==> src/rtl/pipe_reg_skid.sv <==
// pipe_reg_skid: two-entry pipeline register with a skid slot.
//
// A main register drives out_data. A second (skid) register catches one
// extra beat when downstream stalls. This lets in_ready come straight
// from a flop, with no combinational path from out_ready. Throughput
// stays at one beat per cycle.
//
// Parameters
//   DATA_W     payload width (instruction + PC packed)
//   FLUSH_VAL  out_data value after reset or flush
//
// Ports
//   clk        single clock, rising edge
//   rst        synchronous reset, active low
//   flush      discard held and same-cycle incoming entries
//   in_valid   upstream offers in_data
//   in_ready   stage can accept (registered)
//   in_data    upstream payload
//   out_valid  out_data holds a valid entry
//   out_ready  downstream accepts
//   out_data   payload from the main register
//   occupancy  number of entries held (0..2)
//
// state    | meaning
// ---------+-----------------------------------------------
// ST_EMPTY | nothing held, out_valid=0, in_ready=1
// ST_ONE   | main holds the head entry, skid free
// ST_TWO   | main holds the head entry, skid holds the next; in_ready=0

module pipe_reg_skid #(
  parameter int                 DATA_W    = 64,
  parameter logic [DATA_W-1:0]  FLUSH_VAL = '0
) (
  input  logic              clk,
  input  logic              rst,
  input  logic              flush,
  input  logic              in_valid,
  output logic              in_ready,
  input  logic [DATA_W-1:0] in_data,
  output logic              out_valid,
  input  logic              out_ready,
  output logic [DATA_W-1:0] out_data,
  output logic [1:0]        occupancy
);

  typedef enum logic [1:0] {
    ST_EMPTY = 2'd0,
    ST_ONE   = 2'd1,
    ST_TWO   = 2'd2
  } state_t;

  state_t              r_state;
  state_t              w_state_nxt;
  logic [DATA_W-1:0]   r_main;
  logic [DATA_W-1:0]   r_skid;
  logic [DATA_W-1:0]   w_main_nxt;
  logic [DATA_W-1:0]   w_skid_nxt;
  logic                r_in_ready;
  logic                w_in_xfer;
  logic                w_out_xfer;
  logic                w_out_valid;

  // Handshake decode. in_ready is a flop, so the input transfer depends
  // only on in_valid and registered state.
  always_comb begin
    w_out_valid = (r_state != ST_EMPTY);
    w_in_xfer   = in_valid & r_in_ready;
    w_out_xfer  = w_out_valid & out_ready;
  end

  // Next-state and datapath steering.
  always_comb begin
    w_state_nxt = r_state;
    w_main_nxt  = r_main;
    w_skid_nxt  = r_skid;

    if (flush) begin
      // Flush wins over both transfers. A same-cycle output transfer has
      // already been seen by downstream. Incoming data is simply dropped.
      w_state_nxt = ST_EMPTY;
      w_main_nxt  = FLUSH_VAL;
    end else begin
      unique case (r_state)
        ST_EMPTY: begin
          if (w_in_xfer) begin
            w_main_nxt  = in_data;
            w_state_nxt = ST_ONE;
          end
        end
        ST_ONE: begin
          if (w_in_xfer && w_out_xfer) begin
            w_main_nxt  = in_data;
            w_state_nxt = ST_ONE;
          end else if (w_out_xfer) begin
            // main keeps its value so out_data holds the last entry
            w_state_nxt = ST_EMPTY;
          end else if (w_in_xfer) begin
            w_skid_nxt  = in_data;
            w_state_nxt = ST_TWO;
          end
        end
        ST_TWO: begin
          // in_ready is low here, so no input transfer can occur
          if (w_out_xfer) begin
            w_main_nxt  = r_skid;
            w_state_nxt = ST_ONE;
          end
        end
        default: begin
          w_state_nxt = ST_EMPTY;
          w_main_nxt  = FLUSH_VAL;
        end
      endcase
    end
  end

  always_ff @(posedge clk) begin
    if (!rst) begin
      r_state    <= ST_EMPTY;
      r_main     <= FLUSH_VAL;
      r_skid     <= FLUSH_VAL;
      r_in_ready <= 1'b1;
    end else begin
      r_state    <= w_state_nxt;
      r_main     <= w_main_nxt;
      r_skid     <= w_skid_nxt;
      // Registered copy of "next state is not TWO". It is low for exactly
      // the cycles spent in TWO.
      r_in_ready <= (w_state_nxt != ST_TWO);
    end
  end

  always_comb begin
    occupancy = 2'd0;
    unique case (r_state)
      ST_EMPTY: occupancy = 2'd0;
      ST_ONE:   occupancy = 2'd1;
      ST_TWO:   occupancy = 2'd2;
      default:  occupancy = 2'd0;
    endcase
  end

  assign in_ready  = r_in_ready;
  assign out_valid = w_out_valid;
  assign out_data  = r_main;

endmodule

==> config.mk <==
export PLATFORM = sky130hd
export DESIGN_NAME = pipe_reg_skid
export DESIGN_NICKNAME = d
export VERILOG_FILES = /design/src/rtl/pipe_reg_skid.sv
export SDC_FILE = /design/constraint.sdc
export NUM_CORES = 1
export LEC_CHECK = 0
export ABC_AREA = 1
export BUFFER_PORTS_ARGS = -buffer_cell sky130_fd_sc_hd__buf_4
export CAP_MARGIN = 20
export CORE_UTILIZATION = 49
export CTS_CLUSTER_DIAMETER = 100
export CTS_CLUSTER_SIZE = 25
export DETAILED_ROUTE_END_ITERATION = 7
export PLACE_DENSITY = 0.76
export SLEW_MARGIN = 20
export SYNTH_ARGS = -nofsm -noshare
export SYNTH_HDL_FRONTEND = slang
export SYNTH_SLANG_ARGS = --single-unit
==> constraint.sdc <==
create_clock -name clk -period 1.25 [get_ports clk]
set_input_delay 0 -clock clk [delete_from_list [all_inputs] [get_ports clk]]
set_output_delay 0 -clock clk [all_outputs]
set_load 0.02 [all_outputs]
==> out/qor.yml, run 1 <==
grt-ovfl-total: 0
grt_start_max_net_pins: 51
antenna_found_initial: 0
place_hpwl_um: 9610
syn_area_mm2: 0.00601
routed_via_density: 4.81
wl_per_cell_um: 12.7
clock-sinks: 131
htree_levels: 4
period_share_pct: 107
crit_buf_inv: 4
pwr-share-clk_pct: 43.8
seq_area_mm2: 0.00263
cts_buffer_depth: 2
grt_pass1_wl_um: 27300
max_freq_mhz: 747
gp_congestion: 0.771
initial_core_util_pct: 50.1
grt_pass1_vias: 5898
critPathMaxFanout: 3
pwr-share-comb_pct: 13.8
path_cells: "inv_4 > buf_6 > nor2_4 > buf_6 > buf_6"
fill_cells: 902
worstPathRequired_ns: 1.25
setup_tns_ns: -3.30
multi_input_area_mm2: 0.00277
via_count: 6390
tightest_slew_ns: 0.535
antennaDiodeCount: 0
hold_viol: 0
min-delay-start: "rst"
drt-total-wl_um: 16800
grt_setup_unrepaired: "yes"
portBuffers: 136
clkTransAtPathRegs_ns: 0.06
r2r_start: "r_state[1]$_SDFF_PN0_"
syn_avg_cell_area_um2: 6.19
critPathKind: "flip-flop to output pin"
crit_path_start: "r_state[1]$_SDFF_PN0_"
intPower_w: 0.00775
fin_util_pct: 73.0
finalCriticalPeriod_ns: 1.34
p_per_area_mw_per_mm2: 1170
seq_power_share_pct: 42.3
numCtsBuffers: 17
yosysWarnings: 0
die_h_um: 113
whs_ns: 0.0248
mostFrequentLayoutCells: "nand2_1 (271), nor2_1 (227), buf_4 (149)"
insertion_delay_ns: 0.42
drt_iter0_drc: 530
dp_cells: 1226
ir_drop_mv: 1.13
drive_gt1_share_pct: 20.4
yosysSeqAreaShare_pct: 43.6
yosysUniqueCellTypes: 18
nets: 1238
cp-start-kind: "flip-flop"
area_delta_synth_final_pct: 45.9
crit_slowest_cell: "dfxtp_4"
fp.coreArea_mm2: 0.0120
p_leak_nw: 4.46
slew_violations: 0
end_kind: "output pin"
final_cell_count_no_fill: 1328
cts-root-buf: "clkbuf_16"
die_width_um: 113
io_pins: 137
layout_setup_ws_ns: -0.0880
dieArea_mm2: 0.0127
arrival_ns: 1.34
status: "finished with violations"
violations: "setup timing"
mappedNetlistNets: 1040
p_sw_share_pct: 24.8
clock-skew-final_ns: 0.00541
drc_errors: 0
synth-seq-cells: 131
power.switching_w: 0.00256
hold_class: "input port to flip-flop"
final_common_cell: "nand2_1"
num_rows: 40
grt_usage_pct: 26.8
slew_headroom_pct: 64.3
setup_viol: 101
cts_tree: "built"
preCtsSetupSlack_ns: -0.166
cp_slowest_stage_delay_ns: 0.37
postRouteAntennaNets: 0
critPathTopFamily: "buffers and inverters"
syn_inst: 971
cap_violations: 0
cp_common_cell: "buf_6"
dr.pass1.iters: 6
-- per-stage QoR --
step | power, W | area, um^2
after floorplan | 0.00512 | 6060
after global placement | 0.00564 | 7360
after detailed placement | 0.00565 | 7360
after CTS | 0.0103 | 8640
after global routing | 0.0107 | 8770
final | 0.0103 | 8770
-- flip-flops by register name, indices dropped and copies added (netlist names) --
signal	count
in_ready	1
out_data	64
r_skid	64
r_state	2
-- worst register-to-register path: cells and delay by family (launching register included) --
family	cells	cell delay [ns]
buffers and inverters	2	0.36
AND/OR/NAND/NOR	5	0.55
flip-flops	1	0.36
-- cell usage after synthesis --
master	instances	area share, %
nand3_1	50	4.2
or2_1	1	0.10
o21ai_0	2	0.17
clkbuf_1	39	2.4
inv_1	118	7.4
buf_4	1	0.12
a21oi_1	16	1.3
buf_1	4	0.25
nand2_2	2	0.21
nand4_1	16	1.7
nand3_2	1	0.17
nor2_4	2	0.37
dfxtp_1	131	44
inv_2	6	0.37
nand2_1	290	18
o21ai_1	48	4.0
buf_2	16	1.3
nor2_1	228	14
-- repair_timing --
action / 4_1_cts / 5_1_grt
setup buffers: 3 / 0
hold buffers: 66 / 0
endpoints found under the hold margin: 127 / 0
setup endpoints to repair: 57 / 131
gates cloned: 0 / 2
gates resized for setup: 16 / 28
pin swaps: 1 / 3
-- logic make-up after synthesis --
family,count (synthesis),synth area share [%]
buffers and inverters,184,11.9
and+or+nand+nor,590,39.0
AOI/OAI and AO/OA,66,5.49
DFF,131,43.6
-- final timing paths --
path / slack (ns) / cells past startpoint / end
worst max-delay path: -0.09 / 5 / occupancy[1]
worst min-delay path: 0.02 / 4 / r_skid[56]$_SDFFE_PN0P_
worst max register to register: -0.08 / 7 / r_skid[51]$_SDFFE_PN0P_
worst min register to register: 0.46 / 2 / r_skid[53]$_SDFFE_PN0P_
-- layer usage --
layer | global-route usage (%) | share of wire [%] | vias to the layer above
met2 | 43.6 | 47 | 209
met5 | 0 | 0 | -
met1 | 33.4 | 45 | 2826
met3 | 6.59 | 5.3 | 50
li1 | - | - | 3305
met4 | 12.8 | 2.9 | 0
-- layout make-up --
type | count | share of cell area, %
clock buffer | 26 | 5.80
clock inverter | 5 | 0.285
inverter | 124 | 5.42
multi-input combinational | 656 | 31.6
sequential | 131 | 30.0
tap | 147 | 2.10
timing repair buffer | 239 | 24.8
-- power by group through the flow --
stage / logic, W / registers, W / clock network, W
detailed placement: 0.00120 / 0.00445 / 0
global route: 0.00156 / 0.00437 / 0.00475
floorplan: 0.000563 / 0.00456 / 0
finish: 0.00142 / 0.00436 / 0.00452
global placement: 0.00119 / 0.00444 / 0
CTS: 0.00139 / 0.00436 / 0.00455
No activity file was read; power rests on OpenSTA's default activity.
==> run 2: changes to the inputs <==
--- a/config.mk
+++ b/config.mk
@@ -6,13 +6,13 @@
 export NUM_CORES = 1
 export LEC_CHECK = 0
 export ABC_AREA = 1
-export BUFFER_PORTS_ARGS = -buffer_cell sky130_fd_sc_hd__buf_4
 export CAP_MARGIN = 20
-export CORE_UTILIZATION = 49
+export CORE_UTILIZATION = 57
 export CTS_CLUSTER_DIAMETER = 100
 export CTS_CLUSTER_SIZE = 25
 export DETAILED_ROUTE_END_ITERATION = 7
-export PLACE_DENSITY = 0.76
+export DONT_BUFFER_PORTS = 1
+export PLACE_DENSITY = 0.75
 export SLEW_MARGIN = 20
 export SYNTH_ARGS = -nofsm -noshare
 export SYNTH_HDL_FRONTEND = slang
==> run 2 against run 1 <==
The flow finishes with violations (hold timing, setup timing). Fmax is 8.0% lower. Via count is 0.66% lower. Worst setup slack worse by 0.12 ns. Utilization is 9.2 points higher. Global-route usage is 2.7 points higher. Clock skew is 0.0038 ns higher. Wire length is 9.4% higher. Cell area is 3.6% lower. Count of clock-buffer cells in the layout is 2 lower. Largest power group unchanged. Highest routed layer unchanged. Largest cell class unchanged.
==> out/qor.yml, run 2 (same netlist as run 1, synthesis figures left out) <==
power.switching_w: 0.00261  # +2.2%
drc_errors: 0  # unchanged
pwr-share-comb_pct: 11.8  # -2.0 points
wl_per_cell_um: 15.3  # +21%
r2r_start: "r_state[1]$_SDFF_PN0_"
cts-root-buf: "clkbuf_8"
slew_headroom_pct: 78.8  # +14 points
antenna_found_initial: 0  # unchanged
ff2ff_setup_slack_ns: -0.20  # -0.12 ns
period_share_pct: 116  # +9.3 points
grt_pass1_wl_um: 26300  # -3.4%
status: "finished with violations"
cap_violations: 0  # unchanged
htree_levels: 4  # unchanged
violations: "hold timing, setup timing"
whs_ns: -0.400  # -0.425 ns
postCtsHoldBufs: 68  # +3.0%
wl_met1_um: 7370  # -2.9%
pwr-share-clk_pct: 46.4  # +2.6 points
grt-ovfl-total: 0  # unchanged
portBuffers: 0  # -100%
final_common_cell: "nand2_1"
cts_tree: "built"
clkTransAtPathRegs_ns: 0.06  # about the same
insertion_delay_ns: 0.52  # +0.10 ns
cts_buffer_depth: 2  # unchanged
io_pins: 137  # unchanged
drt_iter0_drc: 519  # -2.1%
dieArea_mm2: 0.0110  # -14%
intPower_w: 0.00810  # +4.5%
post_dp_cell_area_mm2: 0.00635  # -14%
end_kind: "flip-flop"
setup_tns_ns: -9.89  # -6.59 ns
setup_viol: 128  # +27%
layout_setup_ws_ns: -0.204  # -0.116 ns
fill_cells: 648  # -28%
dp_cells: 1084  # -12%
worstPathRequired_ns: 1.66  # +0.41 ns
p_sw_share_pct: 24.4  # -0.41 points
top_layer: "met4"
post-route-cell-area_mm2: 0.00846  # -3.6%
min_path_cells: 2  # -2
p_per_area_mw_per_mm2: 1270  # +7.9%
tightest_slew_ns: 0.318  # -0.217 ns
met2WireLength_um: 9050  # +16%
numCtsBuffers: 17  # unchanged
power_w: 0.0107  # +4.0%
max_freq_mhz: 688  # -8.0%
num_rows: 37  # -7.5%
nets: 1124  # -9.2%
hold_class: "input port to flip-flop"
grt_start_max_net_pins: 51  # unchanged
final_cell_count_no_fill: 1201  # -9.6%
initial_core_util_pct: 58.5  # +8.4 points
arrival_ns: 1.86  # +0.52 ns
grt_usage_pct: 29.6  # +2.7 points
drt-total-wl_um: 18400  # +9.4%
finalCriticalPeriod_ns: 1.45  # +0.116 ns
clock-skew-final_ns: 0.00920  # +0.00379 ns
die_h_um: 105  # -7.2%
cp-start-kind: "flip-flop"
dr.pass1.iters: 5  # -1
routed_via_density: 5.29  # +9.8%
route.met3.wl_um: 1380  # +53%
antennaDiodeCount: 0  # unchanged
ir_drop_mv: 0.676  # -40%
p_leak_nw: 4.09  # -8.4%
slew_violations: 0  # unchanged
min-delay-start: "rst"
area_delta_synth_final_pct: 40.6
via_count: 6348  # -0.66%
critPathKind: "flip-flop to flip-flop"
seq_power_share_pct: 41.8  # -0.5 points
r2r-end: "r_skid[52]$_SDFFE_PN0P_"
mostFrequentLayoutCells: "nand2_1 (256), nor2_1 (184), dfxtp_1 (128)"
grt_pass1_vias: 5741  # -2.7%
hold_viol: 49  # +49
reg2regPathDepth: 6  # -1
place_hpwl_um: 9120  # -5.1%
postRouteAntennaNets: 0  # unchanged
gp_congestion: 0.787  # +2.1%
die_width_um: 105  # -7.2%
clock-sinks: 131  # unchanged
drive_gt1_share_pct: 19.7  # -0.69 points
grt_setup_unrepaired: "yes"
preCtsSetupSlack_ns: -0.0213  # +0.145 ns
critPathMaxFanout: 30  # +27
fp.coreArea_mm2: 0.0103  # -14%
whs_endpoint: "r_skid[39]$_SDFFE_PN0P_"
[run 2: cell types whose count changed in the layout (fill, tap and decap cells not counted), moves of 8 or more]
cell,before,now
buf_4,149,22
nand2_2,20,28
nor2_2,1,42
nand3_1,50,26
nand3_2,0,23
nor2_1,227,184
nand2_1,271,256
[run 2: metal layers]
| metal | GRT usage, % | vias to the layer above |
|---|---|---|
| li1 | - | 3082 |
| met1 | 35.5 | 2901 |
| met2 | 50.8 | 302 |
| met3 | 7.17 | 63 |
| met4 | 11.6 | 0 |
| met5 | 0 | - |
[run 2: critical path, stage by stage, from the launching register on]
cell and delay [ns]:
dfxtp_4 0.35, buf_6 0.12, nor2_4 0.15, nand3_4 0.23
buf_12 0.25, nor2_1 0.15, nor2_1 0.08
[run 2: power groups by stage]
| stage | registers (W) | logic [W] | clock network (W) |
|---|---|---|---|
| 6_report | 0.00448 | 0.00126 | 0.00497 |
| 4_1_cts | 0.00448 | 0.00105 | 0.00498 |
| 3_3_place_gp | 0.00456 | 0.000698 | 0 |
| 2_1_floorplan | 0.00456 | 0.000563 | 0 |
| 3_5_place_dp | 0.00457 | 0.000709 | 0 |
| 5_1_grt | 0.00449 | 0.00137 | 0.00517 |
[run 2: metrics by stage]
| step | utilization (%) | hold WS [ns] |
|---|---|---|
| 2_1_floorplan | - | 0.135 |
| 3_3_place_gp | 61.8 | 0.127 |
| 3_5_place_dp | 61.8 | 0.129 |
| 4_1_cts | 77.4 | -0.416 |
| 5_1_grt | 82.3 | -0.416 |
| 6_report | 82.3 | -0.400 |
[run 2: worst max-delay path by stage]
stage,start,endpoint,slack [ns],depth (start not counted)
final,r_state[1]$_SDFF_PN0_,r_skid[52]$_SDFFE_PN0P_,-0.20,6
after global routing,r_state[1]$_SDFF_PN0_,r_skid[52]$_SDFFE_PN0P_,-0.27,6
after CTS,r_state[1]$_SDFF_PN0_,r_skid[27]$_SDFFE_PN0P_,-0.11,7
after detailed placement,r_state[1]$_SDFF_PN0_,out_data[24]$_SDFFE_PP0P_,-0.02,7
after global placement,r_state[1]$_SDFF_PN0_,r_skid[61]$_SDFFE_PN0P_,-0.0005,6
after floorplan,r_state[0]$_SDFF_PN0_,r_skid[10]$_SDFFE_PN0P_,0.002,7
[run 2: final cells by class]
cell class                 count  area [um^2]  share of cell area (%)
clock buffer                  24          480                    5.68
timing repair buffer         125         1500                    17.8
tap                          136          170                    2.01
clock inverter                 5          100                    1.18
sequential                   131         2630                    31.1
multi-input combinational    656         3100                    36.6
inverter                     124          470                    5.56
[run 2: timing repair]
action / CTS / global route
pin swaps: 24 / 33
setup buffers: 5 / 3
gates resized for setup: 58 / 96
gates cloned: 5 / 8
hold endpoints to repair: 131 / 49
endpoints found under the setup margin: 79 / 132
==> run 3: changes to the inputs <==
--- a/config.mk
+++ b/config.mk
@@ -7,12 +7,14 @@
 export LEC_CHECK = 0
 export ABC_AREA = 1
 export CAP_MARGIN = 20
-export CORE_UTILIZATION = 57
+export CELL_PAD_IN_SITES_DETAIL_PLACEMENT = 2
+export CELL_PAD_IN_SITES_GLOBAL_PLACEMENT = 2
+export CORE_UTILIZATION = 29
 export CTS_CLUSTER_DIAMETER = 100
 export CTS_CLUSTER_SIZE = 25
 export DETAILED_ROUTE_END_ITERATION = 7
 export DONT_BUFFER_PORTS = 1
-export PLACE_DENSITY = 0.75
+export PLACE_DENSITY_LB_ADDON = 0.1
 export SLEW_MARGIN = 20
 export SYNTH_ARGS = -nofsm -noshare
 export SYNTH_HDL_FRONTEND = slang
==> run 3 against run 2 <==
Count of clock-buffer cells in the layout shrank 1. Highest routed layer unchanged. Critical path type unchanged. Clock power grew 6.4%. The run still ends with hold timing, setup timing left. Register-to-register slack gained 0.03 ns. Hold slack gained 0.10 ns. Cell area grew 14%. Largest cell class unchanged. Clock skew is essentially flat. Global-route usage shrank 6.0 points. Fmax grew 1.8%. Via count grew 4.3%. Critical path depth grew 3. Combinational power grew 21%. Critical endpoint is now out_data[19]$_SDFFE_PP0P_.
==> out/qor.yml, run 3 (same netlist as run 1, synthesis figures left out) <==
status: "finished with violations"
violations: "hold timing, setup timing"
hold_class: "input port to flip-flop"
mostFrequentLayoutCells: "nand2_1 (191), nor2_1 (178), dfxtp_1 (128)"
finalCriticalPeriod_ns: 1.43  # -0.0262 ns
crit_slowest_cell: "dfxtp_4"
portBuffers: 0  # unchanged
htree_levels: 4  # unchanged
drive_gt1_share_pct: 31.2  # +11 points
layout_setup_ws_ns: -0.178  # +0.0262 ns
num_rows: 52  # +41%
drt-total-wl_um: 28200  # +54%
slew_headroom_pct: 77.8  # -1.1 points
fill_cells: 2255  # +250%
grt_start_max_net_pins: 51  # unchanged
die_h_um: 146  # +39%
die_width_um: 146  # +39%
clkTransAtPathRegs_ns: 0.06  # about the same
seq_power_share_pct: 39.7  # -2.1 points
critPathKind: "flip-flop to flip-flop"
preCtsSetupSlack_ns: -0.140  # -0.119 ns
dr.pass1.iters: 4  # -1
final_common_cell: "nand2_1"
fp.coreArea_mm2: 0.0203  # +98%
p_leak_nw: 4.40  # +7.8%
hold_viol: 49  # unchanged
setup_viol: 130  # +1.6%
max_freq_mhz: 700  # +1.8%
p_per_area_mw_per_mm2: 1170  # -7.4%
drt_iter0_drc: 182  # -65%
tightest_slew_ns: 0.332  # +0.0146 ns
period_share_pct: 114  # -2.1 points
cp_common_cell: "nand2_1"
insertion_delay_ns: 0.42  # -0.10 ns
final_cell_count_no_fill: 1350  # +12%
drc_errors: 0  # unchanged
cts_tree: "built"
grt_pass1_vias: 7384  # +29%
worstPathRequired_ns: 1.60  # -0.06 ns
setup_tns_ns: -10.94  # -1.05 ns
numCtsBuffers: 17  # unchanged
cap_violations: 0  # unchanged
io_pins: 137  # unchanged
initial_core_util_pct: 29.6  # -29 points
postRouteAntennaNets: 0  # unchanged
post_dp_cell_area_mm2: 0.00657  # +3.3%
slew_violations: 0  # unchanged
dieArea_mm2: 0.0213  # +94%
post-route-cell-area_mm2: 0.00963  # +14%
nets: 1136  # +1.1%
whs_ns: -0.297  # +0.103 ns
path_cells: "inv_6 > nor2_4 > buf_12 > nand2_1 > nand2_1 > inv_1 > nand2_2 > nand2_1 > nor2_1"
antenna_found_initial: 0  # unchanged
p_sw_share_pct: 26.9  # +2.5 points
end_kind: "flip-flop"
grt_setup_unrepaired: "yes"
cts_buffer_depth: 2  # unchanged
area_delta_synth_final_pct: 60.2
clock-skew-final_ns: 0.00909  # -0.000103 ns
pwr-share-comb_pct: 13.5  # +1.7 points
routed_via_density: 4.91  # -7.2%
arrival_ns: 1.78  # -0.08 ns
cts-root-buf: "clkbuf_16"
via_count: 6624  # +4.3%
ir_drop_mv: 0.818  # +21%
multi_input_area_mm2: 0.00369  # +19%
intPower_w: 0.00826  # +2.0%
grt_usage_pct: 23.6  # -6.0 points
critPathMaxFanout: 16  # -47%
place_hpwl_um: 14300  # +57%
power.switching_w: 0.00303  # +16%
seq_area_mm2: 0.00263  # unchanged
gp_congestion: 0.736  # -6.4%
wl_per_cell_um: 20.9  # +37%
cp-start-kind: "flip-flop"
pwr-share-clk_pct: 46.8  # +0.4 points
dp_cells: 1219  # +12%
clock-sinks: 131  # unchanged
grt_pass1_wl_um: 39100  # +49%
cp_slowest_stage_delay_ns: 0.41  # +0.06 ns
grt-ovfl-total: 0  # unchanged
antennaDiodeCount: 0  # unchanged
[run 3: changes by cell type in the layout (fill, tap and decap cells not counted), sizes merged]
cell / before / now
dlygate4sd3: 68 / 67
clkinv: 2 / 4
clkinvlp: 0 / 2
buf: 51 / 61
clkbuf: 30 / 32
[run 3: power by group through the flow]
| stage | clock, W | sequential (W) | combinational, W |
|---|---|---|---|
| final | 0.00529 | 0.00448 | 0.00152 |
| after detailed placement | 0 | 0.00457 | 0.000810 |
| after global routing | 0.00555 | 0.00449 | 0.00164 |
| after CTS | 0.00536 | 0.00448 | 0.00123 |
| after global placement | 0 | 0.00456 | 0.000761 |
| after floorplan | 0 | 0.00456 | 0.000563 |
[run 3: cell type report]
type	count	area share (%)
multi-input cells	656	38.3
flip-flops and latches	131	27.3
repair buffers	137	19.6
inverters	124	4.99
clock buffers	23	4.96
well taps	270	3.51
clock inverters	9	1.31
[run 3: path summary, 6_finish.rpt]
kind	slack (ns)	cells past startpoint	start	end
hold reg to reg	0.49	2	r_skid[13]$_SDFFE_PN0P_	r_skid[13]$_SDFFE_PN0P_
setup / recovery	-0.18	9	r_state[1]$_SDFF_PN0_	out_data[19]$_SDFFE_PP0P_
hold / removal	-0.30	2	rst	r_skid[33]$_SDFFE_PN0P_
setup reg to reg	-0.18	9	r_state[1]$_SDFF_PN0_	out_data[19]$_SDFFE_PP0P_
[run 3: routing by layer]
layer | part of all wire (%) | vias up | GRT usage (%)
li1 | - | 3112 | -
met1 | 40 | 3324 | 26.4
met2 | 54 | 149 | 44.3
met3 | 4.1 | 39 | 5.61
met4 | 2.3 | 0 | 6.46
met5 | 0 | - | 0
[run 3: metrics by stage]
stage               power (W)  utilization, %
CTS                    0.0111            42.0
finish                 0.0113            47.4
floorplan             0.00512               -
global route           0.0117            47.4
detailed placement    0.00538            32.4
global placement      0.00532            32.4
[run 3: what timing repair did]
item / in CTS / in global routing
endpoints found under the setup margin: 129 / 131
hold buffers: 66 / 1
cloned: 11 / 9
resized for setup: 95 / 238
hold endpoints to repair: 131 / 50
pin swaps: 17 / 52
setup buffers: 10 / 2
[run 3: critical path, delay by kind of cell (launching register included)]
| kind | cells | cell delay, ns |
|---|---|---|
| and+or+nand+nor | 6 | 0.64 |
| DFF | 1 | 0.41 |
| buffers and inverters | 3 | 0.32 |
